`config.mk`:
```
export PLATFORM = sky130hd
export DESIGN_NAME = uart_rx
export DESIGN_NICKNAME = d
export VERILOG_FILES = /design/src/rtl/uart_pkg.sv /design/src/rtl/sync_2ff.sv /design/src/rtl/uart_rx.sv
export SDC_FILE = /design/constraint.sdc
export NUM_CORES = 1
export LEC_CHECK = 0
export CAP_MARGIN = 20
export CORE_UTILIZATION = 57
export CTS_CLUSTER_DIAMETER = 200
export DETAILED_ROUTE_END_ITERATION = 10
export PLACE_DENSITY = 0.8
export SYNTH_ARGS = -nofsm -noshare
export SYNTH_HDL_FRONTEND = slang
export SYNTH_SLANG_ARGS = --single-unit
export TNS_END_PERCENT = 30
```
`constraint.sdc`:
```
create_clock -name iCLK -period 2.69 [get_ports iCLK]
set_input_delay 0.4035 -clock iCLK [delete_from_list [all_inputs] [get_ports iCLK]]
set_output_delay 0.4035 -clock iCLK [all_outputs]
set_load 0.02 [all_outputs]
```
`src/rtl/uart_pkg.sv`:
```
// uart_pkg: state encoding, oversampling constants and frame defaults shared by the UART blocks
package uart_pkg;
   localparam logic [1:0] IDLE  = 2'd0;
   localparam logic [1:0] START = 2'd1;
   localparam logic [1:0] DATA  = 2'd2;
   localparam logic [1:0] STOP  = 2'd3;
   localparam int OVERSAMPLE = 16;
   localparam int MID_TICK = 7;
   localparam int DEF_DBIT = 8;
   localparam int DEF_SB_TICK = 16;
endpackage

```
`src/rtl/sync_2ff.sv`:
```
// sync_2ff: two-flop synchronizer for asynchronous inputs
// iCLK/iRESET: destination clock, async active-high reset (flops load RST_VAL)
// iD: asynchronous input; oQ: synchronized output, two iCLK of latency
module sync_2ff #(
   parameter int W = 1,
   parameter logic [W-1:0] RST_VAL = '1
) (
   input  logic         iCLK,
   input  logic         iRESET,
   input  logic [W-1:0] iD,
   output logic [W-1:0] oQ
);
   logic [W-1:0] meta;
   always_ff @(posedge iCLK or posedge iRESET)
      if (iRESET) begin
         meta <= RST_VAL;
         oQ   <= RST_VAL;
      end else begin
         meta <= iD;
         oQ   <= meta;
      end
endmodule

```
`src/rtl/uart_rx.sv`:
```
// uart_rx: 16x oversampling UART receiver, LSB-first frames with framing-error flag
// iCLK/iRESET: clock, async active-high reset
// iRX: raw serial line (idles high); iS_TICK: 16x bit-rate enable
// oDOUT: last completed word; oRX_DONE_TICK: one-cycle completion strobe
// oFRAME_ERR: stop bit of the last completed frame was sampled low
module uart_rx
   import uart_pkg::*;
#(
   parameter int DBIT = DEF_DBIT,
   parameter int SB_TICK = DEF_SB_TICK,
   parameter int NW = $clog2(DBIT)
) (
   input  logic            iCLK,
   input  logic            iRESET,
   input  logic            iRX,
   input  logic            iS_TICK,
   output logic [DBIT-1:0] oDOUT,
   output logic            oRX_DONE_TICK,
   output logic            oFRAME_ERR
);
   logic            rx_s;
   logic [1:0]      state_r, state_n;
   logic [4:0]      s_r, s_n;
   logic [NW-1:0]   n_r, n_n;
   logic [DBIT-1:0] b_r, b_n, dout_n;
   logic            bad_r, bad_n, done_n, ferr_n;

   sync_2ff #(.W(1), .RST_VAL(1'b1)) u_sync (
      .iCLK  (iCLK),
      .iRESET(iRESET),
      .iD    (iRX),
      .oQ    (rx_s)
   );

   always_comb begin
      state_n = state_r;
      s_n     = s_r;
      n_n     = n_r;
      b_n     = b_r;
      bad_n   = bad_r;
      dout_n  = oDOUT;
      ferr_n  = oFRAME_ERR;
      done_n  = 1'b0;
      case (state_r)
         IDLE:
            if (!rx_s) begin
               state_n = START;
               s_n     = '0;
            end
         START:
            if (iS_TICK) begin
               if (s_r == 5'(MID_TICK)) begin
                  state_n = rx_s ? IDLE : DATA;
                  s_n     = '0;
                  n_n     = '0;
               end else
                  s_n = s_r + 5'd1;
            end
         DATA:
            if (iS_TICK) begin
               if (s_r == 5'(OVERSAMPLE - 1)) begin
                  s_n = '0;
                  b_n = {rx_s, b_r[DBIT-1:1]};
                  if (n_r == NW'(DBIT - 1))
                     state_n = STOP;
                  else
                     n_n = n_r + 1'b1;
               end else
                  s_n = s_r + 5'd1;
            end
         STOP:
            if (iS_TICK) begin
               if (s_r == 5'(OVERSAMPLE - 1))
                  bad_n = ~rx_s;
               if (s_r == 5'(SB_TICK - 1)) begin
                  state_n = IDLE;
                  s_n     = '0;
                  dout_n  = b_r;
                  // with a single stop bit the mid-stop sample and completion share one tick
                  ferr_n  = (SB_TICK == OVERSAMPLE) ? ~rx_s : bad_r;
                  done_n  = 1'b1;
               end else
                  s_n = s_r + 5'd1;
            end
         default: state_n = IDLE;
      endcase
   end

   always_ff @(posedge iCLK or posedge iRESET)
      if (iRESET) begin
         state_r       <= IDLE;
         s_r           <= '0;
         n_r           <= '0;
         b_r           <= '0;
         bad_r         <= 1'b0;
         oDOUT         <= '0;
         oFRAME_ERR    <= 1'b0;
         oRX_DONE_TICK <= 1'b0;
      end else begin
         state_r       <= state_n;
         s_r           <= s_n;
         n_r           <= n_n;
         b_r           <= b_n;
         bad_r         <= bad_n;
         oDOUT         <= dout_n;
         oFRAME_ERR    <= ferr_n;
         oRX_DONE_TICK <= done_n;
      end
endmodule

```
[Yosys cells after proc, flatten, opt, wreduce, memory -nomap -nowiden]
Cells that the tools add are included.
Storage, ports and cells
  input bits: 4
  output and inout bits: 10
  bits in registers: 30
  logic and storage cells: 61
Cells by class
  reduce and logical (&&, ||, !) cells: 8
  bitwise logic cells: 1
  mux-type cells: 25
  equal/unequal tests: 16
  add/subtract/negate cells: 2
Operator list (number)
  $mux 5: 5
  $mux 2: 9
  $ne 2x2->1 const B: 9
  $mux 3: 5
  $pmux 5 s3: 1
  $reduce_and 3->1: 3
  $pmux 2 s4: 1
  $reduce_and 8->1: 1
  $pmux 3 s2: 1
  $reduce_and 6->1: 1
  $add 5x1->5 const B: 1
  $eq 5x3->1 const B: 1
  $eq 5x4->1 const B: 1
  $eq 2x2->1 const B: 2
  $add 3x1->3 const B: 1
  $eq 3x3->1 const B: 1
  $mux 1: 3
  $eq 2x1->1 const B: 1
  $logic_not 2->1: 1
  $ne 2x1->1 const B: 1
  $reduce_bool 2->1: 1
  $reduce_or 2->1: 1
  $not 1->1: 1

[Depth between registers and ports, before layout]
  depth in word-level cells: 5
  mapped depth: 6
  mapped depth without buffers: 6

[By module]
Synthesis repeated with hierarchy kept, for this count alone.
Second synthesis, totals
  cell total of the unflattened synthesis: 107
  area, all modules: 1407.6 sq um
By module, submodules not included
  uart_rx: area each 1351.3 sq um, instances 1, sequential area each 700.7 sq um, cells each 104
  sync_2ff: area each 56.3 sq um, instances 1, sequential area each 52.6 sq um, cells each 3

[Least setup slack after synthesis]
Ideal clock, no wire load.
  kind: reg-to-reg
  from: register s_r[0]
  to: register b_r[0]
  data arrival time: 1464 ps
  cell stages (with the launch flop): 6
  buffers on the path: 0
  clock period less this slack: 1588 ps
  setup slack: 1102 ps
  setup time: 125 ps
  data required time: 2565 ps
  cells stage by stage: dfrtp_1 > ha_1 > and4b_4 > nand3_2 > nor2_4 > mux2_2
On the way
  word-level cells in the longest chain between the ends: 2
Ends and longest elaborated chain
  from (decl): RTL line uart_rx.sv:23  | logic [4:0] s_r, s_n;
  from (signal assigned): RTL line uart_rx.sv:101  | s_r <= s_n;
  $eq 5x4->1: RTL line uart_rx.sv:61  | if (s_r == 5'(OVERSAMPLE - 1)) begin
  $reduce_and 3->1 (no line)
  to (signal assigned): RTL line uart_rx.sv:103  | b_r <= b_n;
  to (decl): RTL line uart_rx.sv:25  | logic [DBIT-1:0] b_r, b_n, dout_n;
No other way between the ends.
A chain may end at the register's enable or synchronous reset.

[Worst setup path after layout]
  from: input iS_TICK
  to: register b_r[7]
On the way
  word-level cells in the longest chain between the ends: 1
Ends and longest elaborated chain
  from (decl): RTL line uart_rx.sv:16  | input logic iS_TICK,
  $reduce_and 3->1 (no line)
No other way between the ends.

==> impl_metrics.json <==
{
  "finalCritPeriodShare_pct": 65.8,
  "ant_nets": 0,
  "clockBufferDepth": 2,
  "hold_depth": 0,
  "setup_viol": 0,
  "hold_ws_ns": 0.359,
  "crit_required_ns": 2.91,
  "hp-start": "u_sync.meta$_DFF_PP1_",
  "ys_types": 29,
  "yosysTopAreaCell": "dfrtp_1",
  "cts-hold-fix-buffers": 0,
  "syn_area_um2": 1320,
  "max-slew-margin-rel_pct": 66.2,
  "synth-seq-cells": 30,
  "total_power_mw": 1.03,
  "met2_usage_pct": 31.6,
  "power.density_nw_per_um2": 674,
  "syn_nets": 109,
  "drive_gt1_share_pct": 26.1,
  "htree_levels": 2,
  "yosysSeqAreaShare_pct": 57.2,
  "drv_slew": 0,
  "placed_area_um2": 1460,
  "grt_overflow": 0,
  "io_buffer_count": 13,
  "worst_r2r_endpoint": "b_r[7]$_DFFE_PP0P_",
  "crit_arrival_ns": 1.99,
  "num_rows": 17,
  "die_w_um": 50.1,
  "grt_usage_pct": 22.1,
  "outcome": "finished clean",
  "clock_latency_ns": 0.33,
  "clkSlewWorstSetupHoldPaths_ns": 0.09,
  "synth_edf_count": 0,
  "rsz0062_at_grt": "false",
  "dpl_worst_slack_ns": 0.560,
  "synthArstFlopShare_pct": 100,
  "drtIter0Drc": 15,
  "routed_wl_um": 2130,
  "holdPathEnd": "u_sync.oQ$_DFF_PP1_",
  "fmax_mhz": 565,
  "fin_ws_ns": 0.920,
  "diodes": 0,
  "route.detailed.drc": 0,
  "ir_drop_uv": 562,
  "yosys-top-cells-area": "dfrtp_1 (53%), mux2_2 (15%), dfstp_2 (4.0%)",
  "synth-warning-count": 0,
  "grt_max_degree": 31,
  "final_cells": 147,
  "final_util_pct": 69.5,
  "cap_violations": 0,
  "cts_root_buf": "clkbuf_4",
  "syn_inst": 101,
  "fin_tns_setup_ns": 0,
  "post_cts_buffers": 0,
  "die_height_um": 50.1,
  "cts_tree": "yes",
  "final_area_um2": 1520,
  "critical_path_class": "in2reg",
  "antenna_found_initial": 0,
  "ios": 14,
  "r2r_start": "s_r[0]$_DFFE_PP0P_",
  "min_period_ns": 1.77,
  "leakagePower_nw": 0.711,
  "cp_max_fo": 8,
  "avgSynthCellArea_um2": 13.0,
  "grt_first_pass_wirelength_um": 3970,
  "reg2regPathDepth": 5,
  "routed_via_density": 5.90,
  "grt-busiest-layer": "met2",
  "fin_skew_ns": 0.00692,
  "coreArea_um2": 2190,
  "dp_cells": 139,
  "grt_pass1_vias": 854,
  "r2r_slack_ns": 0.93,
  "yosysTopAreaCellShare_pct": 53.2,
  "die-area_um2": 2510,
  "routabilityCongestion": 0.801,
  "hold_viol": 0,
  "grtUsageMet1_pct": 28.7,
  "dpl.hpwl_um": 1520,
  "fin_nets": 126,
  "holdCritPathClass": "reg2reg",
  "tightest_slew_ns": 0.493,
  "drt-pass1-iter-count": 4,
  "vias": 868,
  "grt_use_met3_pct": 8.02,
  "initial_core_util_pct": 60.1,
  "wl_per_cell_um": 14.5,
  "numClockSinks": 30,
  "critPathLaunchType": "input pin",
  "cp-end-kind": "flop",
  "area_delta_synth_final_pct": 15.7,
  "cts_made_buffers": 5,
  "post_cts_resized": 0,
  "synthFlopType": "dfrtp_1"
}
-- power breakdown --
group / switching [mW] / internal (mW) / total (mW) / leakage, nW
clock: 0.151 / 0.126 / 0.277 / 0.0353
sequential: 0.0879 / 0.497 / 0.585 / 0.400
combinational: 0.0840 / 0.0796 / 0.164 / 0.275
-- cells in the final DEF (no fill, tap or decap), types with 2 or more instances in the layout --
cell             instances
clkdlybuf4s50_1         13
inv_1                    4
nand2_1                  6
a31oi_1                  2
nand3_1                  2
o21ai_0                  6
clkbuf_4                 5
mux2_2                  17
nor3_1                   2
nor2_1                   3
a22o_1                   4
ha_1                     4
dfrtp_1                 28
dfstp_2                  2
nor2b_1                  3
-- synthesized netlist by cell type, types with 2 or more instances --
master and number:
buf_2 3, o21ai_0 6, nor2_1 3, ha_1 4
nand2_1 6, mux2_2 17, nand3_1 2, dfrtp_1 28
a22o_1 4, a31oi_1 2, inv_1 4, nor2b_1 3
nor3_1 2, dfstp_2 2
-- cells by family (layout without fill, tap and decap cells) --
group           after synthesis  in the layout  synth area share, %
compound gates               18             18                 9.60
xor+xnor                      1              1                0.666
fa+ha+maj                     4              4                 3.80
buf+inv                       8             26                 3.14
flops                        30             30                 57.2
mux                          18             18                 15.3
simple gates                 22             22                 10.3
-- final cells by class --
type                       count  area, µm²
sequential                    30        753
fill                         154        668
multi-input combinational     63        522
timing repair buffer          14        138
clock buffer                   7       55.1
tap                           28       35.0
inverter                       4       15.0
clock inverter                 1       5.00
-- sequential cells by signal, summed over array words and instances, names as in the netlist, named ones only --
| register | cells |
|---|---|
| oDOUT | 8 |
| b_r | 8 |
| u_sync.oQ | 1 |
| oRX_DONE_TICK | 1 |
| n_r | 3 |
| state_r | 1 |
| oFRAME_ERR | 1 |
| s_r | 5 |
| u_sync.meta | 1 |
-- worst max-delay path by stage --
stage | startpoint | end | slack, ns | cells past startpoint
floorplan | s_r[0]$_DFFE_PP0P_ | b_r[0]$_DFFE_PP0P_ | 1.10 | 5
global placement | iS_TICK | b_r[5]$_DFFE_PP0P_ | 0.62 | 5
detailed placement | iS_TICK | b_r[7]$_DFFE_PP0P_ | 0.56 | 5
CTS | s_r[0]$_DFFE_PP0P_ | b_r[7]$_DFFE_PP0P_ | 0.92 | 5
global route | s_r[0]$_DFFE_PP0P_ | b_r[6]$_DFFE_PP0P_ | 0.80 | 5
finish | iS_TICK | b_r[7]$_DFFE_PP0P_ | 0.92 | 5
-- critical path: stages --
cell and delay (ns):
clkdlybuf4s50_1 0.54, and4b_4 0.30, nand3_2 0.11, nor2_4 0.25
mux2_2 0.37
-- metal layers --
layer	wire, µm	share of wire, %
met4	48	2.3
met2	964	45
met3	97	4.6
met5	0	0
met1	1020	48
(Power assumes the default switching activity.)
